File: src/rtl/fc_pkg.sv
// Shared types and default constants for the FC chain write sequencer.
package fc_pkg;

  typedef enum logic [2:0] {IDLE, GAP, WREN, SHIFT, TAIL} fc_state_t;

  localparam int unsigned FC_BITS_DEF = 48;
  localparam int unsigned FCWRTEN_DEF = 15;
  localparam int unsigned WRTFC_DEF   = 5;

endpackage

File: src/rtl/fc_sclk_tick.sv
// SCLK falling-edge detector: tick is high for the clk cycle following an SCLK fall.
module fc_sclk_tick (
  input  logic clk,
  input  logic rst,
  input  logic SCLK,
  output logic tick
);

  logic sclk_q;

  always_ff @(posedge clk or negedge rst) begin
    if (!rst) begin
      sclk_q <= 1'b0;
    end else begin
      sclk_q <= SCLK;
    end
  end

  assign tick = sclk_q & ~SCLK;

endmodule

File: src/rtl/fc_chain_sequencer.sv
// FC write sequencer for a daisy chain of LED drivers: FCWRTEN latch pulse, then the FC word
// shifted once per driver with the WRTFC latch on the final bits.
module fc_chain_sequencer
  import fc_pkg::*;
#(
  parameter int unsigned N_DRIVERS    = 1,
  parameter int unsigned FC_BITS      = FC_BITS_DEF,
  parameter int unsigned FCWRTEN_CLKS = FCWRTEN_DEF,
  parameter int unsigned WRTFC_CLKS   = WRTFC_DEF,
  parameter bit          AUTO_START   = 1'b1
) (
  input  logic               clk,
  input  logic               rst,
  input  logic               SCLK,
  input  logic               force_fc,
  input  logic [FC_BITS-1:0] fc_word,
  output logic               LAT,
  output logic               SIN,
  output logic               en,
  output logic               done
);

  localparam int unsigned SHIFT_LEN = N_DRIVERS * FC_BITS;
  localparam int unsigned CNT_W     = $clog2(SHIFT_LEN + 1);
  localparam int unsigned BIT_W     = $clog2(FC_BITS);

  localparam logic [CNT_W-1:0] WREN_LAST  = CNT_W'(FCWRTEN_CLKS - 1);
  localparam logic [CNT_W-1:0] SHIFT_LAST = CNT_W'(SHIFT_LEN - 1);
  localparam logic [CNT_W-1:0] LAT_FROM   = CNT_W'(SHIFT_LEN - WRTFC_CLKS);
  localparam logic [BIT_W-1:0] BIT_TOP    = BIT_W'(FC_BITS - 1);

  logic                tick;
  fc_state_t           state_q, state_d;
  logic [CNT_W-1:0]    cnt_q, cnt_d;
  logic [BIT_W-1:0]    bit_q, bit_d;
  logic [FC_BITS-1:0]  word_q, word_d;
  logic                pending_q, pending_d;
  logic                lat_q, lat_d;
  logic                sin_q, sin_d;
  logic                done_q, done_d;

  fc_sclk_tick u_tick (
    .clk  (clk),
    .rst  (rst),
    .SCLK (SCLK),
    .tick (tick)
  );

  always_ff @(posedge clk or negedge rst) begin
    if (!rst) begin
      state_q   <= AUTO_START ? GAP : IDLE;
      cnt_q     <= '0;
      bit_q     <= '0;
      word_q    <= '0;
      pending_q <= 1'b0;
      lat_q     <= 1'b0;
      sin_q     <= 1'b0;
      done_q    <= 1'b0;
    end else begin
      state_q   <= state_d;
      cnt_q     <= cnt_d;
      bit_q     <= bit_d;
      word_q    <= word_d;
      pending_q <= pending_d;
      lat_q     <= lat_d;
      sin_q     <= sin_d;
      done_q    <= done_d;
    end
  end

  always_comb begin
    state_d   = state_q;
    cnt_d     = cnt_q;
    bit_d     = bit_q;
    word_d    = word_q;
    pending_d = pending_q;
    done_d    = 1'b0;

    if (force_fc && state_q != IDLE) begin
      pending_d = 1'b1;
    end

    case (state_q)
      IDLE: begin
        if (force_fc) begin
          state_d = GAP;
        end
      end
      GAP: begin
        // Single capture point on leaving GAP also covers the auto-start after reset.
        if (tick) begin
          state_d = WREN;
          cnt_d   = '0;
          word_d  = fc_word;
        end
      end
      WREN: begin
        if (tick) begin
          if (cnt_q == WREN_LAST) begin
            state_d = SHIFT;
            cnt_d   = '0;
            bit_d   = BIT_TOP;
          end else begin
            cnt_d = cnt_q + CNT_W'(1);
          end
        end
      end
      SHIFT: begin
        if (tick) begin
          if (cnt_q == SHIFT_LAST) begin
            state_d = TAIL;
          end else begin
            cnt_d = cnt_q + CNT_W'(1);
            bit_d = (bit_q == '0) ? BIT_TOP : bit_q - BIT_W'(1);
          end
        end
      end
      TAIL: begin
        if (tick) begin
          done_d    = 1'b1;
          cnt_d     = '0;
          pending_d = 1'b0;
          state_d   = (pending_q || force_fc) ? GAP : IDLE;
        end
      end
      default: state_d = IDLE;
    endcase

    lat_d = (state_d == WREN) || ((state_d == SHIFT) && (cnt_d >= LAT_FROM));
    sin_d = (state_d == SHIFT) && word_d[bit_d];
  end

  assign LAT  = lat_q;
  assign SIN  = sin_q;
  assign done = done_q;
  assign en   = (state_q != IDLE);

endmodule

File: config.mk
export PLATFORM = sky130hd
export DESIGN_NAME = fc_chain_sequencer
export DESIGN_NICKNAME = d
export VERILOG_FILES = /design/src/rtl/fc_pkg.sv /design/src/rtl/fc_sclk_tick.sv /design/src/rtl/fc_chain_sequencer.sv
export SDC_FILE = /design/constraint.sdc
export NUM_CORES = 1
export LEC_CHECK = 0
export ABC_AREA = 1
export CAP_MARGIN = 30
export CORE_MARGIN = 3
export CORE_UTILIZATION = 55
export DETAILED_ROUTE_END_ITERATION = 6
export PLACE_DENSITY = 0.91
export SLEW_MARGIN = 20
export SYNTH_ARGS = -nofsm -noshare
export SYNTH_HDL_FRONTEND = slang
export SYNTH_SLANG_ARGS = --single-unit
File: constraint.sdc
create_clock -name clk -period 2.4 [get_ports clk]
set_input_delay 0.72 -clock clk [delete_from_list [all_inputs] [get_ports clk]]
set_output_delay 0.72 -clock clk [all_outputs]
set_load 0.02 [all_outputs]
==> results of run 1 <==
-- area by class of cell --
class,instances,area (um2),area share
clock buffers,10,137.6,0.02681
clock inverters,6,71.32,0.01389
inverters,29,116.4,0.02267
multi-input cells,394,1968,0.3834
flip-flops and latches,68,1704,0.3320
well taps,77,96.34,0.01877
repair buffers,110,1040,0.2025
-- what timing repair did --
action                                 4_1_cts  5_1_grt
gates resized for setup                     12       25
pin swaps                                    3       17
buffers inserted                             4       15
cloned                                       2        2
setup endpoints to repair                    2        2
endpoints found under the hold margin        0        0
-- worst max-delay path: cells and delay by family, from the launching register on --
family          cells  cell delay, ns
compound gates      2            0.61
buf+inv             2            0.30
flops               1            0.46
simple gates        9            1.02
-- kinds of logic (layout without fill, tap and decap cells) --
kind of cell             count (synthesis)  after routing  synth area share
AO/OA/AOI/OAI                           27             27           0.04805
XOR/XNOR                                 2              2          0.004576
adder cells (fa/ha/maj)                  4              4           0.01307
buffers and inverters                   50            155           0.06340
flip-flops                              68             68            0.4448
AND/OR/NAND/NOR                        359            361            0.4261
-- cell usage in the layout, fill, tap and decap left out, drive strengths merged, types with 2 or more instances in the layout --
cell and count:
o21ai 7, nand3 67, dfrtp 67, nor3 8
nand4 26, clkinvlp 2, clkbuf 10, nor2 29
nand2 228, ha 4, o22ai 3, dlygate4sd2 2
inv 30, a21oi 7, o32ai 2, clkdlybuf4s50 52
clkinv 2, buf 56
-- flip-flops by register name, indices dropped and copies added, names as in the netlist, 3 cells and up --
signal	flops
bit_q	6
cnt_q	6
state_q	3
word_q	48
-- per-layer routing --
layer  share of wire  GRT usage  up-vias
li1                -          -     1881
met1            0.36     0.3861     1957
met2            0.45     0.4407      392
met3            0.12    0.04793      107
met4           0.070     0.1367        0
met5               0          0        -
-- power breakdown --
part | internal (mW) | switching, mW
logic | 1.33 | 2.16
registers | 1.68 | 0.334
clock network | 0.517 | 0.486
-- final timing paths --
kind	end	slack, ns	cells past startpoint
max in group asynchronous	state_q[0]	1.69	2
worst max register to register	LAT	-0.07	13
worst min-delay path	word_q[5]	0.37	2
worst max-delay path	LAT	-0.07	13
worst min register to register	word_q[36]	0.49	2
min in group clk	word_q[36]	0.49	2
==> results.sh, run 1 <==
export IMPL_outcome="complete, but fails checks"
export IMPL_violations="design-rule violations, negative setup slack"
export IMPL_final_instance_count_excl_fill=694
export IMPL_synth_most_common_cell="nand2_1"
export IMPL_grt_pass1_vias=3668
export IMPL_cp_startpoint="state_q[2]"
export IMPL_pwr_density_cell_nw_per_um2=1267
export IMPL_async_flop_share=1.000
export IMPL_vias_per_cell=6.249
export IMPL_arrival_ns=2.75
export IMPL_clock_fmax_ghz=0.4048
export IMPL_avgRoutedWirePerCell_um=18.37
export IMPL_syn_area_um2=3829
export IMPL_setup_viol=2
export IMPL_ys_seq_elements=68
export IMPL_hpwl_um=7233
export IMPL_antenna_cells=0
export IMPL_reg2reg_from="state_q[2]"
export IMPL_finClkSkew_ns=0.01577
export IMPL_ys_types=42
export IMPL_drive_gt1_frac=0.1799
export IMPL_fin_hold_ws_ns=0.3704
export IMPL_insertion_delay_ns=0.35
export IMPL_antenna_found_initial=0
export IMPL_cts_clk_slew_worst_paths_ns=0.08
export IMPL_synthTopCellsByCount="nand2_1 (224), dfrtp_1 (67), nand3_1 (61), nand4_1 (26), inv_1 (24)"
export IMPL_synth_fp_nets=566
export IMPL_report_final_slew_viol_count=0
export IMPL_seq_area_frac_synth=0.4448
export IMPL_drc=14
export IMPL_ant_nets=0
export IMPL_portBuffers=55
export IMPL_path_max_fanout=9
export IMPL_initial_core_util=0.5862
export IMPL_grt_first_pass_wirelength_um=17340
export IMPL_drt_iter0_markers=850
export IMPL_vdd_ir_drop_max_uv=697.8
export IMPL_fillers=368
export IMPL_max_stage_delay_ns=0.46
export IMPL_place_congestion=0.9145
export IMPL_power_total_mw=6.506
export IMPL_synth_top_cell_area_share=0.4379
export IMPL_syn2layout_area_growth_pct=34.08
export IMPL_dieArea_um2=7999
export IMPL_cts_tree="built"
export IMPL_synth_avg_cell_area_um2=7.507
export IMPL_dp_slack_ns=-0.4041
export IMPL_syn_inst=510
export IMPL_period_needed_ns=2.471
export IMPL_rsz0062_at_grt="yes"
export IMPL_core_um2=6531
export IMPL_grt_max_degree=69
export IMPL_post_dp_cell_area_um2=4644
export IMPL_drt_wl_total_um=12750
export IMPL_drtPass1Iterations=7
export IMPL_slew_headroom=0.6716
export IMPL_setup_tns_ns=-0.09859
export IMPL_final_setup_worst_slack_ns=-0.07052
export IMPL_ctsLongestPathBuffers=2
export IMPL_final_util=0.7860
export IMPL_cp_common_cell="nand2_1"
export IMPL_drv_cap=0
export IMPL_synthFlopType="dfrtp_1"
export IMPL_crit_chain="inv_2 > nand2_4 > nor2_2 > inv_1 > o22ai_1 > nand2_1 > o22ai_1 > nand2_1 > nand2_1 > nand2_1 > nand2_1 > nand3_1 > nand2_1"
export IMPL_dp_cells=657
export IMPL_cts_buffers=9
export IMPL_die_width_um=89.44
export IMPL_cp_start_kind="flip-flop"
export IMPL_critPathSlowestCell="dfrtp_1"
export IMPL_leakagePower_nw=2.537
export IMPL_yosysTopAreaCell="dfrtp_1"
export IMPL_final_area_um2=5134
export IMPL_crit_required_ns=2.68
export IMPL_overflow=0
export IMPL_criticalPathCategory="flip-flop to flip-flop"
export IMPL_pin_count=56
export IMPL_yosysWarnings=0
export IMPL_nNetsFinal=668
export IMPL_worstMarginPinSlew_ns=0.4926
export IMPL_clockRootBuffer="clkbuf_8"
export IMPL_vias=4337
export IMPL_fin_crit_sh=1.029
export IMPL_endpoint_kind="flip-flop"
export IMPL_num_rows=29
export IMPL_synth_edf_count=0
export IMPL_cts_hold_fix_buffers=0
export IMPL_die_h_um=89.44
export IMPL_hold_viol=0
export IMPL_htree_levels=3
export IMPL_synth_area_leaders="dfrtp_1 (44%), nand2_1 (22%), nand3_1 (8.0%)"
export IMPL_cts_sinks=68
export IMPL_hold_path_class="primary input to asynchronous set/reset pin"
export IMPL_track_usage=0.2836
No activity file was read; power rests on OpenSTA's default activity.
==> inputs of run 2 (changes only) <==
--- a/config.mk
+++ b/config.mk
@@ -10,6 +10,7 @@
 export CORE_MARGIN = 3
 export CORE_UTILIZATION = 55
 export DETAILED_ROUTE_END_ITERATION = 6
+export GPL_TIMING_DRIVEN = 1
 export PLACE_DENSITY = 0.91
 export SLEW_MARGIN = 20
 export SYNTH_ARGS = -nofsm -noshare
==> results of run 2 <==
The final DEF is identical to that of run 1; final timing and power are the same.
